File: src/rtl/decoder_scan_ctrl.sv
// Slot scanner driving the 2-to-4 decoder select with per-slot dwell and blanking gap.
// Define DECODER_SCAN_MASK_EN to honour the per-slot skip mask; otherwise all slots scan.
module decoder_scan_ctrl #(
  parameter int DWELL = 4,
  parameter int BLANK = 1
) (
  input  logic       clk,
  input  logic       rst_n,
  input  logic       en,
  input  logic [3:0] mask,
  output logic [1:0] sel,
  output logic       sel_valid,
  output logic       wrap
);

  localparam logic [1:0] S_IDLE  = 2'd0;
  localparam logic [1:0] S_DWELL = 2'd1;
  localparam logic [1:0] S_BLANK = 2'd2;

  localparam logic [15:0] DWELL_LAST = 16'(DWELL - 1);
  localparam logic [15:0] BLANK_LAST = 16'((BLANK > 0) ? BLANK - 1 : 0);

  if (DWELL < 1 || DWELL > 65535) begin : g_bad_dwell
    $error("decoder_scan_ctrl: DWELL must be in 1..65535");
  end
  if (BLANK < 0 || BLANK > 65535) begin : g_bad_blank
    $error("decoder_scan_ctrl: BLANK must be in 0..65535");
  end

  logic [1:0]  state;
  logic [15:0] dwell_cnt;
  logic [15:0] blank_cnt;
  logic [3:0]  skip;
  logic [1:0]  first_sel;
  logic [1:0]  next_sel;
  logic [1:0]  cand_first;
  logic [1:0]  cand_next;
  logic        any_open;
  logic        advance;

`ifdef DECODER_SCAN_MASK_EN
  assign skip = mask;
`else
  logic unused_mask;
  assign skip        = 4'b0000;
  assign unused_mask = ^mask;
`endif

  // Descending scan so the lowest index / smallest forward offset is the one kept.
  always_comb begin
    first_sel  = 2'd0;
    next_sel   = sel;
    cand_first = 2'd0;
    cand_next  = 2'd0;
    any_open   = ~&skip;
    for (int unsigned i = 0; i < 4; i++) begin
      cand_first = 2'(3 - i);
      if (!skip[cand_first]) first_sel = cand_first;
      cand_next = sel + 2'(4 - i);
      if (!skip[cand_next]) next_sel = cand_next;
    end
  end

  always_comb begin
    advance = 1'b0;
    if (state == S_DWELL && dwell_cnt == DWELL_LAST && BLANK == 0) advance = 1'b1;
    if (state == S_BLANK && blank_cnt == BLANK_LAST)               advance = 1'b1;
  end

  always_ff @(posedge clk) begin
    if (!rst_n) begin
      state     <= S_IDLE;
      sel       <= '0;
      sel_valid <= 1'b0;
      wrap      <= 1'b0;
      dwell_cnt <= '0;
      blank_cnt <= '0;
    end else begin
      wrap <= 1'b0;
      if (!en) begin
        state     <= S_IDLE;
        sel       <= '0;
        sel_valid <= 1'b0;
        dwell_cnt <= '0;
        blank_cnt <= '0;
      end else if (advance) begin
        dwell_cnt <= '0;
        blank_cnt <= '0;
        if (any_open) begin
          state     <= S_DWELL;
          sel       <= next_sel;
          sel_valid <= 1'b1;
          wrap      <= (next_sel <= sel);
        end else begin
          state     <= S_IDLE;
          sel       <= '0;
          sel_valid <= 1'b0;
        end
      end else begin
        case (state)
          S_IDLE: begin
            if (any_open) begin
              state     <= S_DWELL;
              sel       <= first_sel;
              sel_valid <= 1'b1;
              dwell_cnt <= '0;
            end
          end
          S_DWELL: begin
            if (dwell_cnt == DWELL_LAST) begin
              state     <= S_BLANK;
              sel_valid <= 1'b0;
              dwell_cnt <= '0;
              blank_cnt <= '0;
            end else begin
              dwell_cnt <= dwell_cnt + 16'd1;
            end
          end
          S_BLANK: begin
            blank_cnt <= blank_cnt + 16'd1;
          end
          default: begin
            state     <= S_IDLE;
            sel       <= '0;
            sel_valid <= 1'b0;
          end
        endcase
      end
    end
  end

endmodule

File: config.mk
export PLATFORM = sky130hd
export DESIGN_NAME = decoder_scan_ctrl
export DESIGN_NICKNAME = d
export VERILOG_FILES = /design/src/rtl/decoder_scan_ctrl.sv
export SDC_FILE = /design/constraint.sdc
export NUM_CORES = 1
export LEC_CHECK = 0
export BUFFER_PORTS_ARGS = -buffer_cell sky130_fd_sc_hd__buf_2
export CAP_MARGIN = 25
export CORE_MARGIN = 3
export CORE_UTILIZATION = 55
export CTS_CLUSTER_SIZE = 8
export DETAILED_ROUTE_END_ITERATION = 10
export PLACE_DENSITY = 0.69
export SETUP_SLACK_MARGIN = 0.15
export SLEW_MARGIN = 20
export SYNTH_ARGS = -nofsm -noshare
export SYNTH_HDL_FRONTEND = slang
export SYNTH_SLANG_ARGS = --single-unit
File: constraint.sdc
create_clock -name clk -period 3 [get_ports clk]
set_input_delay 0.45 -clock clk [delete_from_list [all_inputs] [get_ports clk]]
set_output_delay 0.45 -clock clk [all_outputs]
set_load 0.01 [all_outputs]
==> flow_summary.yaml <==
cts:
  clkTransAtPathRegs_ns: 0.07
  clock_insertion_delay_worst_skew_ns: 0.30
  clk_root_buffer_cell: "sky130_fd_sc_hd__clkbuf_8"
  clkSinkCount: 37
  tritoncts: "built"
  cts_hold_buffers: 0
  ctsResizeCount: 0
  post_cts_buffers: 0
  number_of_buffers_between_clock_root_and_the_deepest_sink: 2
  number_of_cts_inserted_buffers: 5
  cts_max_level: 2
cells_and_area:
  flow.area_growth_from_synthesis_pct: 3.513
  num_antenna_cells: 0
  layout.cells.most_common_list: "sky130_fd_sc_hd__dfxtp_1, sky130_fd_sc_hd__nand2_1, sky130_fd_sc_hd__a21oi_1"
  nNetsFinal: 294
  drive_above_1_share_pct: 10.00
  post-route-util_pct: 61.67
  layout.cells.most_common: "sky130_fd_sc_hd__dfxtp_1"
min_path:
  min_to: "wrap"
  holdCritPathClass: "input port to register"
  cell_depth_of_the_worst_min_delay_path: 3
  min_from: "en"
power:
  seqPwrFrac_pct: 54.3
  power.combinational.fraction_pct: 5.5
  power_switching_uw: 217.6
  power.ir.vdd_worst_v: 0.0002518
  clock_power_share_pct: 40.1
  power_per_cell_area_nw_per_um2: 384.9
  p_sw_share_pct: 23.96
  fin_total_pwr_uw: 908.2
  internal_power_uw: 690.6
  leakage_nw: 0.6946
floorplanning:
  core_area_um2: 3826
  die-area_um2: 4953
  width_of_the_die_um: 70.38
  initial_core_util_pct: 59.58
  fp.dieH_um: 70.38
  ios: 11
  std_cell_rows: 22
global_route:
  groute.usage.overall_pct: 21.33
  grt_max_degree: 33
  grt_overflow: 0
  first_global_vias: 1907
  wire_length_of_the_first_global_routing_pass_um: 8625
  initial_antenna_violation_count: 0
worst_setup_path:
  worst_r2r_path_depth: 6
  worstPathMaxFanout: 14
  worst-endpoint-required_ns: 3.23
  worst_setup_path_start_kind: "register"
  crit_reg_reg_startpoint: "dwell_cnt[0]"
  timing_worst_setup_path_type: "register to register"
  critical_path_data_arrival_time_ns: 2.50
  cp_capture_type: "register"
  rr_endpoint: "blank_cnt[14]"
  r2r_setup_slack_ns: 0.74
placement:
  detailedPlacementHpwl_um: 3403
  gp_congestion: 0.8118
  port_buffers: 6
drt:
  routed-via-count: 2114
  wire_per_inst_um: 15.20
  post-route-drc-count: 0
  drt_iter0_drc: 202
  ant_nets: 0
  drtPass1Iterations: 4
  avgViaCountPerCell: 6.445
  drt-total-wl_um: 4987
sta:
  worst_hold_slack_across_all_endpoints_ns: 0.3944
  timing_hold_violations_final: 0
  post-route-min-period_ns: 2.263
  finalCritPeriodShare_pct: 75.44
  report.final.slew_viol_count: 0
  grt_setup_unrepaired: "false"
  tightest_slew_ns: 0.5331
  sum_neg_setup_slack_ns: 0
  maxClockFrequency_mhz: 441.9
  final_clock_skew_ns: 0.01005
  setup_viol_count_final: 0
  remaining_max_slew_budget_at_the_tightest_pin_pct: 64.13
logic_synthesis:
  synth-edff-count: 0
  synth_nets: 301
  postSynthCellCount: 287
  yosys.cell_types.count: 47
  ys.warnings.count: 0
  share_of_synthesized_flip_flops_with_an_asynchronous_set_or_reset_pct: 0
  ys.flop_type: "sky130_fd_sc_hd__dfxtp_1"
  avg_cell_area_syn_um2: 7.943
  synth.ff_latch_count: 37
  seq_area_frac_synth_pct: 32.49
  syn-cell-area_um2: 2280
run:
  count_of_maximum_capacitance_violations: 0
status:
  outcome: "finished clean"
==> layer usage <==
metal  global-route usage [%]  share of wire, %  routed length [um]
met1                    26.34                45                2265
met2                    35.97                49                2454
met3                    3.453               3.3                 166
met4                    9.787               2.0                 101
met5                        0                 0                   0
==> flip-flops by register name, summed over array words and instances, names as in the netlist <==
name / count
dwell_cnt: 16
state: 2
wrap: 1
blank_cnt: 16
sel: 2
==> synth_stat cells, types with 3 or more instances <==
cell type	number	share of area (%)
sky130_fd_sc_hd__or3b_2	3	1.2
sky130_fd_sc_hd__nor3_1	8	1.8
sky130_fd_sc_hd__a21oi_1	24	5.3
sky130_fd_sc_hd__a41oi_1	5	1.9
sky130_fd_sc_hd__or2_2	3	0.82
sky130_fd_sc_hd__nor2_1	18	3.0
sky130_fd_sc_hd__a311oi_1	9	3.5
sky130_fd_sc_hd__clkbuf_1	11	1.8
sky130_fd_sc_hd__buf_6	4	2.0
sky130_fd_sc_hd__nand4_1	6	1.6
sky130_fd_sc_hd__nor3b_1	4	1.3
sky130_fd_sc_hd__or3_1	8	2.2
sky130_fd_sc_hd__buf_2	7	1.5
sky130_fd_sc_hd__nand2_1	25	4.1
sky130_fd_sc_hd__o21ai_0	13	2.9
sky130_fd_sc_hd__o31ai_1	5	1.6
sky130_fd_sc_hd__a31oi_1	12	3.3
sky130_fd_sc_hd__dfxtp_1	37	32
sky130_fd_sc_hd__and3_1	5	1.4
sky130_fd_sc_hd__ha_1	7	3.8
sky130_fd_sc_hd__nor4_1	9	2.5
sky130_fd_sc_hd__inv_1	8	1.3
sky130_fd_sc_hd__nor2b_1	4	1.1
sky130_fd_sc_hd__nor4b_1	3	1.2
sky130_fd_sc_hd__or4_1	6	2.0
sky130_fd_sc_hd__and4_1	3	1.2
sky130_fd_sc_hd__nand3_1	13	2.9
==> power groups by stage <==
stage	Sequential (mW)	Clock (mW)	Combinational, mW
5_1_grt	0.494	0.386	0.0559
3_3_place_gp	0.505	0	0.0498
3_5_place_dp	0.505	0	0.0502
6_report	0.493	0.365	0.0501
4_1_cts	0.493	0.368	0.0503
2_1_floorplan	0.505	0	0.0358
==> layout make-up <==
type	instances	area (um2)
Fill cell	357	1466
Multi-Input combinational cell	217	1375
Sequential cell	37	740.7
Clock buffer	7	86.33
Timing Repair Buffer	11	67.56
Tap cell	48	60.06
Inverter	8	30.03
==> worst max path at each step <==
stage	from	end	slack, ns
after floorplan	dwell_cnt[0]	blank_cnt[15]	1.04
after global placement	dwell_cnt[0]	blank_cnt[14]	0.80
after detailed placement	dwell_cnt[0]	blank_cnt[14]	0.76
after CTS	dwell_cnt[0]	blank_cnt[14]	0.73
after global routing	dwell_cnt[0]	blank_cnt[10]	0.56
final	dwell_cnt[0]	blank_cnt[14]	0.74
==> metrics by stage <==
stage | worst slack [ns] | instance area (um2) | cells
2_1_floorplan | 1.035 | 2280 | 287
3_3_place_gp | 0.8001 | 2273 | 321
3_5_place_dp | 0.7624 | 2273 | 321
4_1_cts | 0.7310 | 2360 | 328
5_1_grt | 0.5639 | 2360 | 328
6_report | 0.7369 | 2360 | 328
==> logic make-up after synthesis <==
family | synth area share (%)
simple gates | 30.79
compound gates | 22.94
xor+xnor | 0.7685
flops | 32.49
mux | 1.866
fa+ha+maj | 3.842
buf+inv | 7.300
==> worst max-delay path, cell delays in order, from the launching register on <==
cell	delay, ns
sky130_fd_sc_hd__dfxtp_1	0.41
sky130_fd_sc_hd__ha_1	0.27
sky130_fd_sc_hd__nor4b_2	0.20
sky130_fd_sc_hd__and4_1	0.42
sky130_fd_sc_hd__mux2i_4	0.20
sky130_fd_sc_hd__or4_1	0.54
sky130_fd_sc_hd__a21oi_1	0.15
No activity file was read; power rests on OpenSTA's default activity.
